<file path="src/rtl/dmem_bridge.sv">
// -----------------------------------------------------------------------------
// dmem_bridge
//
// Purpose:
//   Sits downstream of the backend memory stage. Takes the opload/opstore index
//   channels, arbitrates them onto one request/response data-memory port, and
//   returns load data plus one-cycle operation_done pulses. Only one
//   transaction is in flight at a time.
//
// Optional feature macro:
//   DMEM_BRIDGE_TIMEOUT_EN - builds a response watchdog. If no response arrives
//   within TIMEOUT_CYCLES cycles of entering WAIT_RESP, the transaction is
//   completed anyway and the sticky mem_timeout_err flag is set. Without the
//   macro, WAIT_RESP waits indefinitely and mem_timeout_err is tied to 0.
//
// Handshake semantics (all channels):
//   A transfer happens on a rising clock edge where valid and ready are both
//   high. The one exception is the load channel when both request valids are
//   high in the same IDLE cycle: the store wins, and the load is treated as not
//   transferred even though its ready is high. Ready drops in the next cycle,
//   so the backend keeps the load pending.
//
// Ports:
//   clock, reset             rising-edge clock, async active-high reset
//   opload_index_*           load request channel (valid/ready/index)
//   opload_read_data         last completed load data
//   opload_operation_done    one-cycle pulse when a load completes
//   opstore_index_*          store request channel (valid/ready/index)
//   opstore_write_mask/data  store mask and data, captured on accept
//   opstore_operation_done   one-cycle pulse when a store completes
//   mem_req_*                memory request channel (valid/ready/write/addr/
//                            wdata/wmask); fields are 0 while valid is low
//   mem_resp_valid/rdata     one-cycle memory response
//   busy                     high in any state other than IDLE
//   mem_timeout_err          sticky watchdog error flag
// -----------------------------------------------------------------------------
module dmem_bridge #(
  parameter int IDX_W          = 19,
  parameter int DATA_W         = 64,
  parameter int TIMEOUT_CYCLES = 255
) (
  input  logic              clock,
  input  logic              reset,
  input  logic              opload_index_valid,
  input  logic [IDX_W-1:0]  opload_index,
  output logic              opload_index_ready,
  output logic [DATA_W-1:0] opload_read_data,
  output logic              opload_operation_done,
  input  logic              opstore_index_valid,
  input  logic [IDX_W-1:0]  opstore_index,
  output logic              opstore_index_ready,
  input  logic [DATA_W-1:0] opstore_write_mask,
  input  logic [DATA_W-1:0] opstore_write_data,
  output logic              opstore_operation_done,
  output logic              mem_req_valid,
  input  logic              mem_req_ready,
  output logic              mem_req_write,
  output logic [IDX_W-1:0]  mem_req_addr,
  output logic [DATA_W-1:0] mem_req_wdata,
  output logic [DATA_W-1:0] mem_req_wmask,
  input  logic              mem_resp_valid,
  input  logic [DATA_W-1:0] mem_resp_rdata,
  output logic              busy,
  output logic              mem_timeout_err
);

  if (TIMEOUT_CYCLES < 1) begin : g_bad_timeout
    $error("dmem_bridge: TIMEOUT_CYCLES must be at least 1");
  end

  typedef enum logic [1:0] {
    IDLE      = 2'd0,
    REQ       = 2'd1,
    WAIT_RESP = 2'd2,
    DONE      = 2'd3
  } state_t;

  // FSM state, kept as a named enum so checkers can bind to it directly.
  state_t state;
  state_t state_next;

  // Captured request.
  logic              req_write;
  logic [IDX_W-1:0]  req_addr;
  logic [DATA_W-1:0] req_wdata;
  logic [DATA_W-1:0] req_wmask;

  logic              accept_store;
  logic              accept_load;
  logic              timeout_hit;

  // Ready is held low while reset is asserted so every output reads 0 during
  // reset, and comes up the first cycle after release.
  assign opload_index_ready  = (state == IDLE) && !reset;
  assign opstore_index_ready = (state == IDLE) && !reset;

  // Store has priority when both requests are valid in the same cycle.
  assign accept_store = opstore_index_ready && opstore_index_valid;
  assign accept_load  = opload_index_ready && opload_index_valid && !opstore_index_valid;

  // ---------------------------------------------------------------------------
  // Response watchdog
  // ---------------------------------------------------------------------------
`ifdef DMEM_BRIDGE_TIMEOUT_EN
  localparam int CNT_RAW = $clog2(TIMEOUT_CYCLES + 1);
  localparam int CNT_W   = (CNT_RAW < 8) ? 8 : ((CNT_RAW > 32) ? 32 : CNT_RAW);

  logic [CNT_W-1:0] wd_cnt;
  logic             timeout_err;

  // The counter counts response-less WAIT_RESP cycles; the limit is reached
  // on the cycle whose increment would bring it to TIMEOUT_CYCLES. A response
  // in that same cycle takes priority and completes normally.
  assign timeout_hit = (state == WAIT_RESP) && !mem_resp_valid &&
                       (wd_cnt == CNT_W'(TIMEOUT_CYCLES - 1));

  always_ff @(posedge clock or posedge reset) begin
    if (reset) begin
      wd_cnt <= '0;
    end else if (state == REQ && mem_req_ready) begin
      wd_cnt <= '0;
    end else if (state == WAIT_RESP && !mem_resp_valid && !timeout_hit) begin
      wd_cnt <= wd_cnt + 1'b1;
    end
  end

  always_ff @(posedge clock or posedge reset) begin
    if (reset) begin
      timeout_err <= 1'b0;
    end else if (timeout_hit) begin
      timeout_err <= 1'b1;
    end
  end

  assign mem_timeout_err = timeout_err;
`else
  assign timeout_hit     = 1'b0;
  assign mem_timeout_err = 1'b0;
`endif

  // ---------------------------------------------------------------------------
  // FSM
  // ---------------------------------------------------------------------------
  always_ff @(posedge clock or posedge reset) begin
    if (reset) begin
      state <= IDLE;
    end else begin
      state <= state_next;
    end
  end

  always_comb begin
    state_next = state;
    case (state)
      IDLE:      if (accept_store || accept_load) state_next = REQ;
      REQ:       if (mem_req_ready) state_next = WAIT_RESP;
      WAIT_RESP: if (mem_resp_valid || timeout_hit) state_next = DONE;
      DONE:      state_next = IDLE;
      default:   state_next = IDLE;
    endcase
  end

  // ---------------------------------------------------------------------------
  // Request capture. Loads carry zero data/mask so the memory port never sees
  // stale store fields on a read.
  // ---------------------------------------------------------------------------
  always_ff @(posedge clock or posedge reset) begin
    if (reset) begin
      req_write <= 1'b0;
      req_addr  <= '0;
      req_wdata <= '0;
      req_wmask <= '0;
    end else if (accept_store) begin
      req_write <= 1'b1;
      req_addr  <= opstore_index;
      req_wdata <= opstore_write_data;
      req_wmask <= opstore_write_mask;
    end else if (accept_load) begin
      req_write <= 1'b0;
      req_addr  <= opload_index;
      req_wdata <= '0;
      req_wmask <= '0;
    end
  end

  // Load data register: only a load's completion touches it, so it survives
  // any number of stores. A timed-out load returns 0.
  always_ff @(posedge clock or posedge reset) begin
    if (reset) begin
      opload_read_data <= '0;
    end else if (state == WAIT_RESP && !req_write) begin
      if (mem_resp_valid) begin
        opload_read_data <= mem_resp_rdata;
      end else if (timeout_hit) begin
        opload_read_data <= '0;
      end
    end
  end

  // ---------------------------------------------------------------------------
  // Outputs
  // ---------------------------------------------------------------------------
  always_comb begin
    mem_req_valid          = 1'b0;
    mem_req_write          = 1'b0;
    mem_req_addr           = '0;
    mem_req_wdata          = '0;
    mem_req_wmask          = '0;
    opload_operation_done  = 1'b0;
    opstore_operation_done = 1'b0;
    if (state == REQ) begin
      mem_req_valid = 1'b1;
      mem_req_write = req_write;
      mem_req_addr  = req_addr;
      mem_req_wdata = req_wdata;
      mem_req_wmask = req_wmask;
    end
    if (state == DONE) begin
      opload_operation_done  = !req_write;
      opstore_operation_done = req_write;
    end
  end

  assign busy = (state != IDLE);

endmodule

</file>
<file path="config.mk">
export PLATFORM = sky130hd
export DESIGN_NAME = dmem_bridge
export DESIGN_NICKNAME = d
export VERILOG_FILES = /design/src/rtl/dmem_bridge.sv
export SDC_FILE = /design/constraint.sdc
export NUM_CORES = 1
export LEC_CHECK = 0
export ABC_AREA = 1
export ABC_CLOCK_PERIOD_IN_PS = 12000
export BUFFER_PORTS_ARGS = -buffer_cell sky130_fd_sc_hd__clkbuf_2
export CORE_ASPECT_RATIO = 1.4
export CORE_UTILIZATION = 30
export CTS_BUF_LIST = sky130_fd_sc_hd__clkbuf_2
export CTS_CLUSTER_SIZE = 14
export DETAILED_ROUTE_END_ITERATION = 8
export HOLD_SLACK_MARGIN = 0.06
export PLACE_DENSITY = 0.63
export SYNTH_ARGS = -nofsm -noshare
export SYNTH_HDL_FRONTEND = slang
export SYNTH_SLANG_ARGS = --single-unit
</file>
<file path="constraint.sdc">
create_clock -name clock -period 12 [get_ports clock]
set_input_delay 2.4 -clock clock [delete_from_list [all_inputs] [get_ports clock]]
set_output_delay 2.4 -clock clock [all_outputs]
set_load 0.02 [all_outputs]
</file>
==> run summary, run 1 <==
Slew headroom -> 0.311
1st-pass router iterations -> 5
Routed vias -> 9771
Internal power -> 0.00160 W
Max-slew violations -> 0
Post-synthesis simple-gate area fraction -> 0.287
Final WL -> 30500 um
M1 wire length -> 11300 um
Met3 routed WL -> 2580 um
Post-synth top cells -> 554 x nand2_1, 259 x inv_1, 214 x dfrtp_1
ANT nets after route -> 0
Number of vias per cell -> 4.33
Maxcap violations -> 0
Number of enable flip-flop cells after synthesis -> 0
Largest family of logic cells by synthesized area -> simple AND/OR/NAND/NOR gates
Cell total after placement -> 2157
Syn avg cell area -> 7.45 sq um
Yosys warning total -> 0
Worst-Skew Late Latency -> 0.87 ns
Top Ports -> 455
Share of the synthesized area in the top cell type -> 0.537
Max clock buf depth -> 3
Net switching power -> 0.00133 W
RSZ-0062 raised after global routing -> false
Area leader, netlist -> dfrtp_1
Met2 wire len -> 16100 um
Remaining DRCs -> 0
Mapped cell area -> 9970 sq um
Synth area leaders -> dfrtp_1 54%, nand2_1 21%, inv_1 9.8%
Final Critical Period -> 5.93 ns
Grt ovf -> 0
Filler Cell Count -> 3546
Resize count post-CTS -> 0
Hold Fails Final Rpt -> 0
Largest net degree at the start of global routing -> 129
Vias in the first global route -> 9874
Setup TNS after final layout -> 0 ns
Starting DRT DRC Count -> 587
Initial antenna violation count -> 1
Final non-filler cell total -> 2259
Mapped Cells -> 1339
Root Buffer -> clkbuf_2
Post-synthesis xor/xnor area fraction -> 0
Average routed wire per standard cell -> 13.5 um
Kind of critical path -> in -> out
Post-synth cell types -> 17
Post-CTS setup buffer count -> 0
Synth Area in Adders -> 0.00502
Top-count cell post-synth -> nand2_1
Worst EP required -> 9.60 ns
Clk sinks -> 214
Final setup violating endpoints -> 0
Seq/Total Area, Yosys -> 0.537
GRT Total Usage -> 0.179
H-tree depth -> 2
Crit-path slowest cell -> buf_4
# rows -> 78
Nets -> 2015
Hold_buf cts -> 0
Combinational share of power -> 0.421
Setup crit end kind -> output port
Startpoint Class -> primary input
Die area -> 34000 sq um
Detailed placement HPWL -> 21300 um
First-pass GRT wire length -> 48400 um
Pleak -> 8.92 nW
Data arrival, critical path -> 3.53 ns
CTS Buf Count -> 56
Core ar. -> 32600 sq um
CTS tree -> done
CP most frequent cell -> clkbuf_2
Share of cells above drive strength 1 -> 0.305
GPL Wtd Cong -> 0.819
Final cycle utilization of the critical path -> 0.494
Post-synthesis mux area share -> 0
Port Buf Inserts -> 453
Initial Util -> 0.306
Die span in x -> 156 um
Synth-to-Final Area Change -> 30.6%
Power Density -> 225 nW/um^2
Buffers and inverters on the worst path -> 3
Worst Hold Class -> reg -> reg
Worst-path cell chain -> clkbuf_2, nor2_4, buf_4, clkbuf_2
Post-synth ARST share -> 1.00
Peak supply drop -> 118 uV
Max Used Layer -> met4
Total power -> 0.00293 W
Share of power burned in registers -> 0.405
CP max FO -> 67
Clk slew on worst S/H paths -> 0.09 ns
Switching share of power -> 0.455
Outcome -> finished clean
Crit path max-delay family -> buffers and inverters
Syn Nets -> 1579
Clk pwr share -> 0.174
Slowest stage delay, CP -> 0.55 ns
Least-Margin Pin Slew -> 1.03 ns
Ys flop type -> dfrtp_1
F_max -> 0.169 GHz
Die H -> 218 um
Clock Skew -> 0.0603 ns
Yosys reg bits -> 214
Synth Area in Compound Gates -> 0.0334
[worst paths after layout]
kind | start | endpoint | slack, ns | cells past startpoint
setup reg to reg | state[0]$_DFFE_PP0P_ | req_wmask[60]$_DFFE_PP0P_ | 7.59 | 12
setup / recovery | reset | opload_index_ready | 6.07 | 4
max in group asynchronous | reset | req_wdata[36]$_DFFE_PP0P_ | 8.88 | 3
hold / removal | req_wmask[40]$_DFFE_PP0P_ | req_wmask[40]$_DFFE_PP0P_ | 0.48 | 2
hold reg to reg | req_wmask[40]$_DFFE_PP0P_ | req_wmask[40]$_DFFE_PP0P_ | 0.48 | 2
min in group asynchronous | reset | req_wdata[5]$_DFFE_PP0P_ | 1.64 | 2
[power groups by stage]
stage	registers, W	clock network (W)	logic, W
2_1_floorplan	0.00128	0	0.000731
6_report	0.00119	0.000510	0.00124
5_1_grt	0.00122	0.000572	0.00139
4_1_cts	0.00118	0.000546	0.00126
3_3_place_gp	0.00119	0	0.00123
3_5_place_dp	0.00119	0	0.00126
[worst min-delay path, stage by stage, from the launching register on]
cell     delay [ns]
dfrtp_1        0.35
nand2_1        0.05
nand2_1        0.05
[per-stage QoR]
step	util	setup slack [ns]	instance area, sq um	hold slack, ns
after floorplan	-	3.75	9970	0.442
after global placement	0.384	5.93	12500	0.453
after detailed placement	0.384	5.82	12500	0.458
after CTS	0.399	6.03	13000	0.482
after global routing	0.400	5.92	13000	0.496
final	0.400	6.07	13000	0.479
[kinds of logic (layout without fill, tap and decap cells)]
logic type / after synthesis / after routing
buffers and inverters: 345 / 824
adders and majority gates: 4 / 4
AOI/OAI and AO/OA: 66 / 66
DFF: 214 / 214
other: 1 / 2
and+or+nand+nor: 709 / 709
[layout by cell type, fill, tap and decap left out]
cell type,synthesis,routed
buf_4,2,9
bufinv_16,0,1
clkbuf_2,0,529
clkinv_1,0,16
clkinv_2,0,4
clkinv_4,0,1
clkinvlp_4,0,2
conb_1,1,1
dfrtp_1,214,214
diode_2,0,1
ha_1,4,3
ha_4,0,1
inv_1,259,258
inv_2,3,2
inv_4,0,1
inv_8,0,1
nand2_1,554,554
nand3_1,150,149
nand3_4,0,1
nor2_1,2,2
nor2_2,1,1
nor2_4,1,1
o21ai_0,65,65
o21bai_1,1,1
or2_2,1,1
[flip-flops by register name, indices dropped and copies added, names as in the netlist]
| register | count |
|---|---|
| opload_read_data | 64 |
| req_wdata | 64 |
| req_wmask | 64 |
| req_addr | 19 |
| state | 2 |
| req_write | 1 |
[layer usage]
metal,vias up,global-route usage
li1,4838,-
met1,4531,0.183
met2,360,0.336
met3,42,0.0580
met4,0,0.0611
met5,-,0
[area by class of cell]
class | instances | area, sq um | share of cell area
Sequential cell | 214 | 5360 | 0.411
Timing Repair Buffer | 461 | 2330 | 0.179
Clock inverter | 24 | 134 | 0.0103
Tap cell | 440 | 551 | 0.0423
Inverter | 262 | 993 | 0.0763
Antenna cell | 1 | 2.50 | 0.000192
Multi-Input combinational cell | 780 | 3270 | 0.251
Clock buffer | 77 | 385 | 0.0296
Note: power is estimated with default switching activity, not from simulation.
==> run 2, diff against run 1 <==
==> config.mk (replaced) <==
export PLATFORM = sky130hd
export DESIGN_NAME = dmem_bridge
export DESIGN_NICKNAME = d
export VERILOG_FILES = /design/src/rtl/dmem_bridge.sv
export SDC_FILE = /design/constraint.sdc
export NUM_CORES = 1
export LEC_CHECK = 0
export ABC_AREA = 0
export ABC_CLOCK_PERIOD_IN_PS = 5700
export BUFFER_PORTS_ARGS = -buffer_cell sky130_fd_sc_hd__clkbuf_2
export CORE_AREA = 2 2 176 178
export CTS_BUF_LIST = sky130_fd_sc_hd__clkbuf_2
export CTS_CLUSTER_SIZE = 14
export DETAILED_ROUTE_END_ITERATION = 8
export DIE_AREA = 0 0 178 180
export HOLD_SLACK_MARGIN = 0.06
export PLACE_DENSITY = 0.64
export SYNTH_ARGS = -nofsm -noshare
export SYNTH_HDL_FRONTEND = slang
export SYNTH_SLANG_ARGS = --single-unit
==> constraint.sdc (replaced) <==
create_clock -name clock -period 5.7 [get_ports clock]
set_input_delay 1.14 -clock clock [delete_from_list [all_inputs] [get_ports clock]]
set_output_delay 1.14 -clock clock [all_outputs]
set_load 0.02 [all_outputs]
==> run summary, run 2 <==
Startpoint Class -> flip-flop
F_max -> 0.248 GHz
Outcome -> finished clean
Ys flop type -> dfrtp_1
Multi-input logic area -> 3240 sq um
CTS tree -> done
Post-synth ARST share -> 1.00
Nets -> 1393
CTS Buf Count -> 56
Reg2reg path depth -> 6
Post-synthesis simple-gate area fraction -> 0.118
Commonest non-fill, non-tap cell in the layout -> clkbuf_2
Pleak -> 6.40 nW
GRT Total Usage -> 0.159
Clk slew on worst S/H paths -> 0.10 ns
ANT nets after route -> 0
Number of enable flip-flop cells after synthesis -> 0
Largest family of logic cells by synthesized area -> compound AO/OA/AOI/OAI gates
Worst-Skew Late Latency -> 0.79 ns
Core ar. -> 30200 sq um
Slowest stage delay, CP -> 0.71 ns
Crit Reg-Reg Endpoint -> req_wmask[41]$_DFFE_PP0P_
Initial Util -> 0.296
Share of the synthesized area in the top cell type -> 0.600
Number of cells on the worst hold path -> 2
Share of cells above drive strength 1 -> 0.509
Crit-path slowest cell -> ha_4
Filler Cell Count -> 3004
Mapped cell area -> 8920 sq um
RSZ-0062 raised after global routing -> false
WHS Endpoint -> req_addr[0]$_DFFE_PP0P_
Area leader, netlist -> dfrtp_1
Final Critical Period -> 4.04 ns
Hold_buf cts -> 0
Design area -> 12000 sq um
Synth area leaders -> dfrtp_1 60%, a22o_1 13%, and2_1 10%
Remaining DRCs -> 0
CP max FO -> 110
Least-Margin Pin Slew -> 0.979 ns
Yosys reg bits -> 214
Setup TNS after final layout -> 0 ns
Post-CTS setup buffer count -> 0
Starting DRT DRC Count -> 277
Final cycle utilization of the critical path -> 0.708
Commonest cells after routing, fill and taps aside -> 525 x clkbuf_2, 214 x dfrtp_1, 149 x and2_1
Largest net degree at the start of global routing -> 119
# rows -> 64
Synth-to-Final Area Change -> 34.5%
Post-synth cell types -> 23
Vias in the first global route -> 7331
Peak supply drop -> 198 uV
Routed vias -> 7226
Post-synth top cells -> 214 x dfrtp_1, 149 x and2_1, 128 x a22o_1
First-pass GRT wire length -> 40400 um
Average routed wire per standard cell -> 16.5 um
Slew headroom -> 0.347
Synth Area in Adders -> 0.00561
R2r setup slk -> 3.36 ns
Biggest regs -> opload_read_data (64), req_wdata (64), req_wmask (64)
Yosys warning total -> 0
Stages on worst setup path -> 5
Buffers and inverters on the worst path -> 3
Syn Nets -> 934
Syn avg cell area -> 12.9 sq um
Final non-filler cell total -> 1596
Hold Fails Final Rpt -> 0
Final setup violating endpoints -> 0
Post-synthesis mux area share -> 0.0820
Max clock buf depth -> 3
Total area of sequential cells -> 5360 sq um
Kind of critical path -> reg -> out
Cell total after placement -> 1491
Root Buffer -> clkbuf_2
Port Buf Inserts -> 453
Clk sinks -> 214
Top Ports -> 455
Worst Hold Launch -> req_addr[0]$_DFFE_PP0P_
Setup crit end kind -> output port
1st-pass router iterations -> 4
Resize count post-CTS -> 0
GPL Wtd Cong -> 0.789
Data arrival, critical path -> 2.90 ns
Placed Area -> 11500 sq um
Grt ovf -> 0
Worst R2R Start -> state[0]$_DFFE_PP0P_
Synth Area in Compound Gates -> 0.154
Die H -> 180 um
Power Density -> 517 nW/um^2
Mapped Cells -> 694
Top-count cell post-synth -> dfrtp_1
Die span in x -> 178 um
Final WL -> 26400 um
Number of vias per cell -> 4.53
Clock Skew -> 0.0377 ns
Die area -> 32000 sq um
H-tree depth -> 2
Detailed placement HPWL -> 18600 um
Max-slew violations -> 0
Seq/Total Area, Yosys -> 0.600
Initial antenna violation count -> 3
Post-synthesis xor/xnor area fraction -> 0
Crit path max-delay family -> buffers and inverters
Worst-path cell chain -> inv_1, ha_4, buf_4, and2_1, clkbuf_2
Worst EP required -> 4.56 ns
Worst Hold Class -> reg -> reg
Maxcap violations -> 0
run 2: through the flow:
| stage | hold slack [ns] | utilization | setup WS [ns] | total power (W) |
|---|---|---|---|---|
| floorplan | 0.442 | - | 1.78 | 0.00427 |
| global placement | 0.453 | 0.380 | 2.53 | 0.00511 |
| detailed placement | 0.463 | 0.380 | 2.44 | 0.00517 |
| CTS | 0.404 | 0.397 | 1.48 | 0.00631 |
| global route | 0.403 | 0.397 | 1.29 | 0.00666 |
| finish | 0.479 | 0.397 | 1.66 | 0.00621 |
run 2: worst max path at each step:
stage,startpoint,endpoint,slack (ns)
final,state[1]$_DFFE_PP0P_,mem_req_wdata[49],1.66
after global routing,state[1]$_DFFE_PP0P_,mem_req_wmask[16],1.29
after CTS,state[1]$_DFFE_PP0P_,mem_req_wmask[30],1.48
after detailed placement,state[1]$_DFFE_PP0P_,mem_req_wmask[30],2.44
after global placement,state[1]$_DFFE_PP0P_,mem_req_wdata[49],2.53
after floorplan,reset,opload_read_data[0]$_DFFE_PP0P_,1.78
run 2: cell families after synthesis:
kind of cell | count (synthesis)
AO/OA/AOI/OAI | 170
adder cells (fa/ha/maj) | 4
buffers and inverters | 67
flip-flops | 214
multiplexers | 65
other | 1
AND/OR/NAND/NOR | 173
run 2: area by class of cell:
cell class	instances	share of cell area
sequential	214	0.446
multi-input combinational	413	0.270
timing repair buffer	462	0.196
tap	396	0.0413
clock buffer	72	0.0300
clock inverter	31	0.0143
inverter	6	0.00219
antenna	2	0.000417
run 2: worst register-to-register path, stage by stage, from the launching register on:
cell and delay [ns]:
dfrtp_1 0.45, inv_1 0.09, ha_1 0.26, nor2b_4 0.16, o21ai_4 0.25, buf_4 0.70, a22o_1 0.35
run 2: routing by layer:
metal / share of wire / global-route usage
met4: 0.029 / 0.0616
met3: 0.090 / 0.0489
met2: 0.46 / 0.257
met5: 0.00049 / 0
met1: 0.42 / 0.199
run 2: power breakdown:
part           switching (W)  internal, W  total (W)
Combinational        0.00145      0.00109    0.00255
Clock               0.000658     0.000444    0.00110
Sequential          0.000372      0.00219    0.00256
